`src/rtl/fpmul_seq.sv`:
```
// Sequential IEEE-754 multiplier: unpack, shift-add multiply, normalise, round.
// Define FPMUL_RMODE_EN to add the rm port and directed rounding modes.
module fpmul_seq #(
    parameter int LOG_BIT   = 5,
    parameter int EXP_BIT   = 8,
    parameter int N_BIT     = 1 << LOG_BIT,
    parameter int MAN_BIT   = N_BIT - EXP_BIT - 1,
    parameter int STEP_BITS = 1
) (
    input  logic             clk,
    input  logic             rst,
    input  logic             start,
    output logic             ready,
    input  logic [N_BIT-1:0] a,
    input  logic [N_BIT-1:0] b,
`ifdef FPMUL_RMODE_EN
    input  logic [2:0]       rm,
`endif
    output logic [N_BIT-1:0] out,
    output logic             out_valid,
    input  logic             out_ready,
    output logic [4:0]       fflags
);
    localparam int SIG_W = MAN_BIT + 1;
    localparam int PW    = 2 * MAN_BIT + 2;
    localparam int EW    = EXP_BIT + 2;
    localparam int ITER  = (SIG_W + STEP_BITS - 1) / STEP_BITS;
    localparam int MBW   = ITER * STEP_BITS;
    localparam int CW    = $clog2(ITER + 1);
    localparam int LZW   = $clog2(PW + 1);
    localparam int EMAXI = (1 << EXP_BIT) - 1;
    localparam logic [EW-1:0] BIAS = EW'((1 << (EXP_BIT - 1)) - 1);
    localparam logic [N_BIT-1:0] QNAN =
        {1'b0, {EXP_BIT{1'b1}}, 1'b1, {(MAN_BIT - 1){1'b0}}};

    typedef enum logic [2:0] {
        S_IDLE, S_MUL, S_NORM, S_RND, S_DONE
    } state_t;

    state_t             r_state, w_next;
    logic               r_sign;
    logic [PW-1:0]      r_ma;
    logic [MBW-1:0]     r_mb;
    logic [PW-1:0]      r_prod;
    logic [EW-1:0]      r_e;
    logic [CW-1:0]      r_cnt;
    logic               r_stk;
    logic [N_BIT-1:0]   r_out;
    logic [4:0]         r_flags;
`ifdef FPMUL_RMODE_EN
    logic [2:0]         r_rm;
`endif

    // ---------------- unpack ----------------
    logic [EXP_BIT-1:0] w_ea, w_eb, w_effa, w_effb;
    logic [MAN_BIT-1:0] w_fa, w_fb;
    logic [SIG_W-1:0]   w_sig_a, w_sig_b;
    logic w_a_e1, w_b_e1, w_a_e0, w_b_e0, w_a_m0, w_b_m0;
    logic w_a_nan, w_b_nan, w_a_snan, w_b_snan;
    logic w_a_inf, w_b_inf, w_a_zero, w_b_zero;
    logic w_sign, w_special;
    logic [EW-1:0]      w_e;
    logic [N_BIT-1:0]   w_sp_res;
    logic [4:0]         w_sp_flg;

    assign w_ea     = a[N_BIT-2 -: EXP_BIT];
    assign w_eb     = b[N_BIT-2 -: EXP_BIT];
    assign w_fa     = a[MAN_BIT-1:0];
    assign w_fb     = b[MAN_BIT-1:0];
    assign w_a_e1   = &w_ea;
    assign w_b_e1   = &w_eb;
    assign w_a_e0   = ~|w_ea;
    assign w_b_e0   = ~|w_eb;
    assign w_a_m0   = ~|w_fa;
    assign w_b_m0   = ~|w_fb;
    assign w_a_nan  = w_a_e1 & ~w_a_m0;
    assign w_b_nan  = w_b_e1 & ~w_b_m0;
    assign w_a_snan = w_a_nan & ~w_fa[MAN_BIT-1];
    assign w_b_snan = w_b_nan & ~w_fb[MAN_BIT-1];
    assign w_a_inf  = w_a_e1 & w_a_m0;
    assign w_b_inf  = w_b_e1 & w_b_m0;
    assign w_a_zero = w_a_e0 & w_a_m0;
    assign w_b_zero = w_b_e0 & w_b_m0;
    assign w_sign   = a[N_BIT-1] ^ b[N_BIT-1];
    assign w_special = w_a_nan | w_b_nan | w_a_inf | w_b_inf
                     | w_a_zero | w_b_zero;

    // Denormals take effective exponent 1 with a clear hidden bit
    assign w_effa  = w_a_e0 ? EXP_BIT'(1) : w_ea;
    assign w_effb  = w_b_e0 ? EXP_BIT'(1) : w_eb;
    assign w_sig_a = {~w_a_e0, w_fa};
    assign w_sig_b = {~w_b_e0, w_fb};
    assign w_e     = {2'b00, w_effa} + {2'b00, w_effb} - BIAS;

    always_comb begin
        w_sp_res = {w_sign, {(N_BIT - 1){1'b0}}};
        w_sp_flg = 5'b0;
        if (w_a_nan | w_b_nan) begin
            w_sp_res    = QNAN;
            w_sp_flg[4] = w_a_snan | w_b_snan;
        end else if ((w_a_inf & w_b_zero) | (w_a_zero & w_b_inf)) begin
            w_sp_res    = QNAN;
            w_sp_flg[4] = 1'b1;
        end else if (w_a_inf | w_b_inf) begin
            w_sp_res = {w_sign, {EXP_BIT{1'b1}}, {MAN_BIT{1'b0}}};
        end
    end

    // ---------------- multiply step ----------------
    logic [PW-1:0] w_pp;

    always_comb begin
        w_pp = '0;
        for (int k = 0; k < STEP_BITS; k++)
            if (r_mb[k]) w_pp = w_pp + (r_ma << k);
    end

    // ---------------- normalise ----------------
    function automatic logic [LZW-1:0] f_lzc(input logic [PW-1:0] v);
        f_lzc = LZW'(PW);
        for (int i = 0; i < PW; i++)
            if (v[i]) f_lzc = LZW'(PW - 1 - i);
    endfunction

    logic [EW-1:0]  w_e1, w_rsh, w_lim, w_sh, w_ne;
    logic [LZW-1:0] w_lz;
    logic [PW-1:0]  w_nm;
    logic           w_nstk;

    // Hidden bit sits at PW-1; exponent 1 with it clear encodes a subnormal
    always_comb begin
        w_e1   = r_e + EW'(1);
        w_lz   = f_lzc(r_prod);
        w_rsh  = '0;
        w_lim  = '0;
        w_sh   = '0;
        w_nm   = '0;
        w_ne   = EW'(1);
        w_nstk = 1'b0;
        if (w_e1[EW-1] || w_e1 == '0) begin
            w_rsh = EW'(1) - w_e1;
            if (w_rsh >= EW'(PW)) begin
                w_nstk = |r_prod;
            end else begin
                w_nm   = r_prod >> w_rsh;
                w_nstk = |(r_prod & ((PW'(1) << w_rsh) - PW'(1)));
            end
        end else begin
            w_lim = w_e1 - EW'(1);
            w_sh  = (EW'(w_lz) > w_lim) ? w_lim : EW'(w_lz);
            w_nm  = r_prod << w_sh;
            w_ne  = w_e1 - w_sh;
        end
    end

    // ---------------- round ----------------
    logic [SIG_W-1:0]   w_kept, w_rman;
    logic [SIG_W:0]     w_sum;
    logic               w_g, w_s, w_inx, w_inc, w_ovf, w_maxf, w_tiny;
    logic [EW-1:0]      w_re;
    logic [EXP_BIT-1:0] w_fe;
    logic [N_BIT-1:0]   w_res;
    logic [4:0]         w_flg;

    assign w_kept = r_prod[PW-1 -: SIG_W];
    assign w_g    = r_prod[PW-SIG_W-1];
    assign w_s    = (|r_prod[PW-SIG_W-2:0]) | r_stk;
    assign w_inx  = w_g | w_s;
    assign w_tiny = ~r_prod[PW-1];

    always_comb begin
        w_inc  = w_g & (w_s | w_kept[0]);
        w_maxf = 1'b0;
`ifdef FPMUL_RMODE_EN
        unique case (r_rm)
            3'b001: begin
                w_inc  = 1'b0;
                w_maxf = 1'b1;
            end
            3'b010: begin
                w_inc  = r_sign & w_inx;
                w_maxf = ~r_sign;
            end
            3'b011: begin
                w_inc  = ~r_sign & w_inx;
                w_maxf = r_sign;
            end
            3'b100:  w_inc = w_g;
            default: w_inc = w_g & (w_s | w_kept[0]);
        endcase
`endif
    end

    always_comb begin
        w_sum  = {1'b0, w_kept} + {{SIG_W{1'b0}}, w_inc};
        w_rman = w_sum[SIG_W-1:0];
        w_re   = r_e;
        if (w_sum[SIG_W]) begin
            w_rman = w_sum[SIG_W:1];
            w_re   = r_e + EW'(1);
        end
        w_fe  = w_rman[SIG_W-1] ? w_re[EXP_BIT-1:0] : '0;
        w_ovf = w_rman[SIG_W-1] && (w_re >= EW'(EMAXI));
        w_res = {r_sign, w_fe, w_rman[MAN_BIT-1:0]};
        w_flg = {3'b000, w_tiny & w_inx, w_inx};
        if (w_ovf) begin
            w_flg = 5'b00101;
            if (w_maxf)
                w_res = {r_sign, EXP_BIT'(EMAXI - 1), {MAN_BIT{1'b1}}};
            else
                w_res = {r_sign, {EXP_BIT{1'b1}}, {MAN_BIT{1'b0}}};
        end
    end

    // ---------------- control ----------------
    always_ff @(posedge clk or posedge rst) begin
        if (rst) r_state <= S_IDLE;
        else     r_state <= w_next;
    end

    always_comb begin
        w_next = r_state;
        unique case (r_state)
            S_IDLE:  if (start) w_next = w_special ? S_DONE : S_MUL;
            S_MUL:   if (r_cnt == '0) w_next = S_NORM;
            S_NORM:  w_next = S_RND;
            S_RND:   w_next = S_DONE;
            S_DONE:  if (out_ready) w_next = S_IDLE;
            default: w_next = S_IDLE;
        endcase
    end

    always_ff @(posedge clk or posedge rst) begin
        if (rst) begin
            r_sign  <= 1'b0;
            r_ma    <= '0;
            r_mb    <= '0;
            r_prod  <= '0;
            r_e     <= '0;
            r_cnt   <= '0;
            r_stk   <= 1'b0;
            r_out   <= '0;
            r_flags <= '0;
`ifdef FPMUL_RMODE_EN
            r_rm    <= '0;
`endif
        end else begin
            unique case (r_state)
                S_IDLE: if (start) begin
                    r_sign <= w_sign;
                    r_ma   <= PW'(w_sig_a);
                    r_mb   <= MBW'(w_sig_b);
                    r_prod <= '0;
                    r_e    <= w_e;
                    r_cnt  <= CW'(ITER);
                    r_stk  <= 1'b0;
`ifdef FPMUL_RMODE_EN
                    r_rm   <= rm;
`endif
                    if (w_special) begin
                        r_out   <= w_sp_res;
                        r_flags <= w_sp_flg;
                    end
                end
                S_MUL: if (r_cnt != '0) begin
                    r_prod <= r_prod + w_pp;
                    r_ma   <= r_ma << STEP_BITS;
                    r_mb   <= r_mb >> STEP_BITS;
                    r_cnt  <= r_cnt - CW'(1);
                end
                S_NORM: begin
                    r_prod <= w_nm;
                    r_e    <= w_ne;
                    r_stk  <= w_nstk;
                end
                S_RND: begin
                    r_out   <= w_res;
                    r_flags <= w_flg;
                end
                default: ;
            endcase
        end
    end

    assign ready     = (r_state == S_IDLE);
    assign out_valid = (r_state == S_DONE);
    assign out       = r_out;
    assign fflags    = r_flags;

endmodule

```
`config.mk`:
```
export PLATFORM = sky130hd
export DESIGN_NAME = fpmul_seq
export DESIGN_NICKNAME = d
export VERILOG_FILES = /design/src/rtl/fpmul_seq.sv
export SDC_FILE = /design/constraint.sdc
export NUM_CORES = 1
export LEC_CHECK = 0
export CAP_MARGIN = 5
export CORE_ASPECT_RATIO = 0.6
export CORE_MARGIN = 2
export CORE_UTILIZATION = 40
export DETAILED_ROUTE_END_ITERATION = 16
export PLACE_DENSITY = 0.65
export SETUP_SLACK_MARGIN = 0.4
export SYNTH_ARGS = -nofsm -noshare
export SYNTH_HDL_FRONTEND = slang
export SYNTH_SLANG_ARGS = --single-unit
```
`constraint.sdc`:
```
create_clock -name clk -period 19.5 [get_ports clk]
set_input_delay 3.9 -clock clk [delete_from_list [all_inputs] [get_ports clk]]
set_output_delay 3.9 -clock clk [all_outputs]
set_load 0.005 [all_outputs]
```
==> impl_metrics.toml <==
[status]
status = "finished, final reports clean"

[drt]
drt-pass1-iter-count = 9
wl_per_cell_um = 32.8
drcViolationCount = 0
num_vias = 24400
drt_iter0_drc = 3999
drt-met1-wl_um = 50300
wl_met3_um = 18700
wl_met2_um = 41600
wl_um = 114000
ant_nets = 0
highest_layer = "met5"
avgViaCountPerCell = 7.03

[critical_path]
slowest_stage = "a211oi_1"
slowest_delay_ns = 1.16
worstSetupPathType = "reg -> reg"
crit_buf_inv = 5
critPathLaunchType = "flop"
critPathMaxFanout = 57
crit_chain = "ha_2 -> inv_1 -> ha_1 -> inv_1 -> xnor2_2 -> buf_4 -> nor2_1 -> a21oi_1 -> ha_1 -> nand3_1 -> a21boi_0 -> o32a_1 -> o311ai_4 -> mux2_2 -> inv_2 -> buf_4 -> nand2_1 -> o32ai_1 -> a311oi_2 -> a211oi_1 -> o21ai_0 -> a22oi_1"
worstPathRequired_ns = 19.91
critical-path-top-delay-family = "compound AO/OA/AOI/OAI gates"
critPathCaptureType = "flop"
cp.arrival_ns = 9.17

[die]
die_area_um2 = 54000
fp.coreArea_um2 = 51200
die_h_um = 181
initial_core_util_pct = 40.7
pin_count = 107
die_w_um = 299
std_cell_rows = 64

[synthesis]
synth.ff_latch_count = 176
synth_edf_count = 0
ys_warn_count = 0
avgSynthCellArea_um2 = 7.48
ys_types = 98
synthArstFlopShare_pct = 100
syn_area_um2 = 20800
syn_inst = 2784
synth_ff_type = "dfrtp_1"
ys_seq_area_share_pct = 21.1

[timing]
finalWorstSetupSlack_ns = 10.74
relSlewSlack_pct = 12.4
tns_ns = 0
setup_viol = 0
post-route-min-period_ns = 8.76
worst_pin_slew_ns = 1.31
slew_viol_final = 0
rsz0062_at_grt = "false"
skew_ns = 0.0145
finalHoldViolCount = 0
fmax_mhz = 114
period_share_pct = 44.9

[cells_and_area]
stdcell_area_um2 = 23200
n_fill_cell = 5184
drive_gt1_share_pct = 8.58
fin_cells = 3471
syn2layout_area_growth_pct = 11.6
final_common_cell = "nand2_1"
area.sequential_um2 = 4410
nNetsFinal = 2916
final_cell_mix = "nand2_1 (337), nor2_1 (265), a21oi_1 (192), dfrtp_1 (175), o21ai_0 (164)"
multiInputGateArea_um2 = 15300

[hold_path]
hold_class = "reg -> reg"

[clock_tree]
h-tree-depth = 4
holdBufCountCts = 0
cts_setup_buffers = 0
cts_tree = "built"
path_clk_slew_ns = 0.09
cts_buffers = 17
clockRootBuffer = "clkbuf_16"
numClockSinks = 176
postCtsResizedCells = 0
clk_latency_ns = 0.50
clk_path_buf_depth = 2

[global_routing]
grt_max_degree = 108
grt_pass1_vias = 22500
antenna_found_initial = 6
grt_use_total_pct = 41.3
grt_first_pass_wirelength_um = 163000
gr-total-overflow = 0

[run]
drv_cap = 0

[placement]
place_congestion = 1.13
hpwl_um = 84900
port_buffers = 105
post-place-ws_ns = 11.27
dp_cells = 3436
dpl-instance-area_um2 = 22600
## registers in the layout (all words and copies together), names as in the netlist
name     cells
r_prod      48
fflags       4
r_ma        48
r_mb        24
r_stk        1
r_sign       1
r_state      3
r_cnt        5
out         32
r_e         10
## synth_stat cells (62+ instances only)
library cell	n	share of area, %
xnor2_1	68	2.9
nor2_1	268	4.8
dfrtp_1	176	21
ha_1	83	5.0
nand2_1	338	6.1
nand3_1	72	1.7
o21ai_0	164	3.9
nor3_1	68	1.6
a31oi_1	81	2.4
mux2i_1	130	6.2
a21oi_1	193	4.6
and2_1	62	1.9
clkbuf_1	200	3.6
inv_1	64	1.2
## layer usage
| layer | track usage (%) | vias to the layer above |
|---|---|---|
| met5 | 1.32 | - |
| met4 | 10.1 | 8 |
| met3 | 20.9 | 251 |
| met2 | 52.6 | 1808 |
| met1 | 60.1 | 12000 |
| li1 | - | 10300 |
## tightest hold or removal path: stages, from the launching register on
cell and delay [ns]:
dfrtp_1 0.35, nand2_1 0.04, o21ai_0 0.06
## per-stage QoR
step / hold WS [ns] / utilization [%]
2_1_floorplan: 0.450 / -
3_3_place_gp: 0.466 / 44.2
3_5_place_dp: 0.472 / 44.2
4_1_cts: 0.492 / 45.4
5_1_grt: 0.516 / 45.4
6_report: 0.489 / 45.4
## area by class of cell
| class | instances | area share (%) |
|---|---|---|
| Multi-Input combinational cell | 2292 | 65.8 |
| Clock buffer | 17 | 1.83 |
| Antenna cell | 3 | 0.0323 |
| Clock inverter | 15 | 0.808 |
| Sequential cell | 176 | 19.0 |
| Inverter | 73 | 1.21 |
| Timing Repair Buffer | 202 | 7.66 |
| Tap cell | 693 | 3.73 |
## path summary, 6_finish.rpt
kind | from | end | slack (ns) | depth (start not counted)
min in group asynchronous | rst | r_mb[1] | 3.88 | 2
max | r_e[0] | r_prod[14] | 10.74 | 22
max in group asynchronous | rst | r_prod[5] | 14.12 | 3
min | r_sign | r_sign | 0.49 | 2
max reg2reg | r_e[0] | r_prod[14] | 10.74 | 22
min reg2reg | r_sign | r_sign | 0.49 | 2
## kinds of logic (layout without fill, tap and decap cells)
family / count (synthesis) / in the layout / synth area share (%)
fa+ha+maj: 87 / 87 / 5.32
xor+xnor: 105 / 105 / 4.49
mux: 191 / 191 / 11.4
flops: 176 / 176 / 21.1
buf+inv: 318 / 307 / 6.07
other cells: 2 / 7 / 0.0361
compound gates: 909 / 909 / 29.3
simple gates: 996 / 996 / 22.3
Power is left out: the tool's default activity adds up to more than one toggle a clock period on the data nets, which glitch-free logic cannot reach.
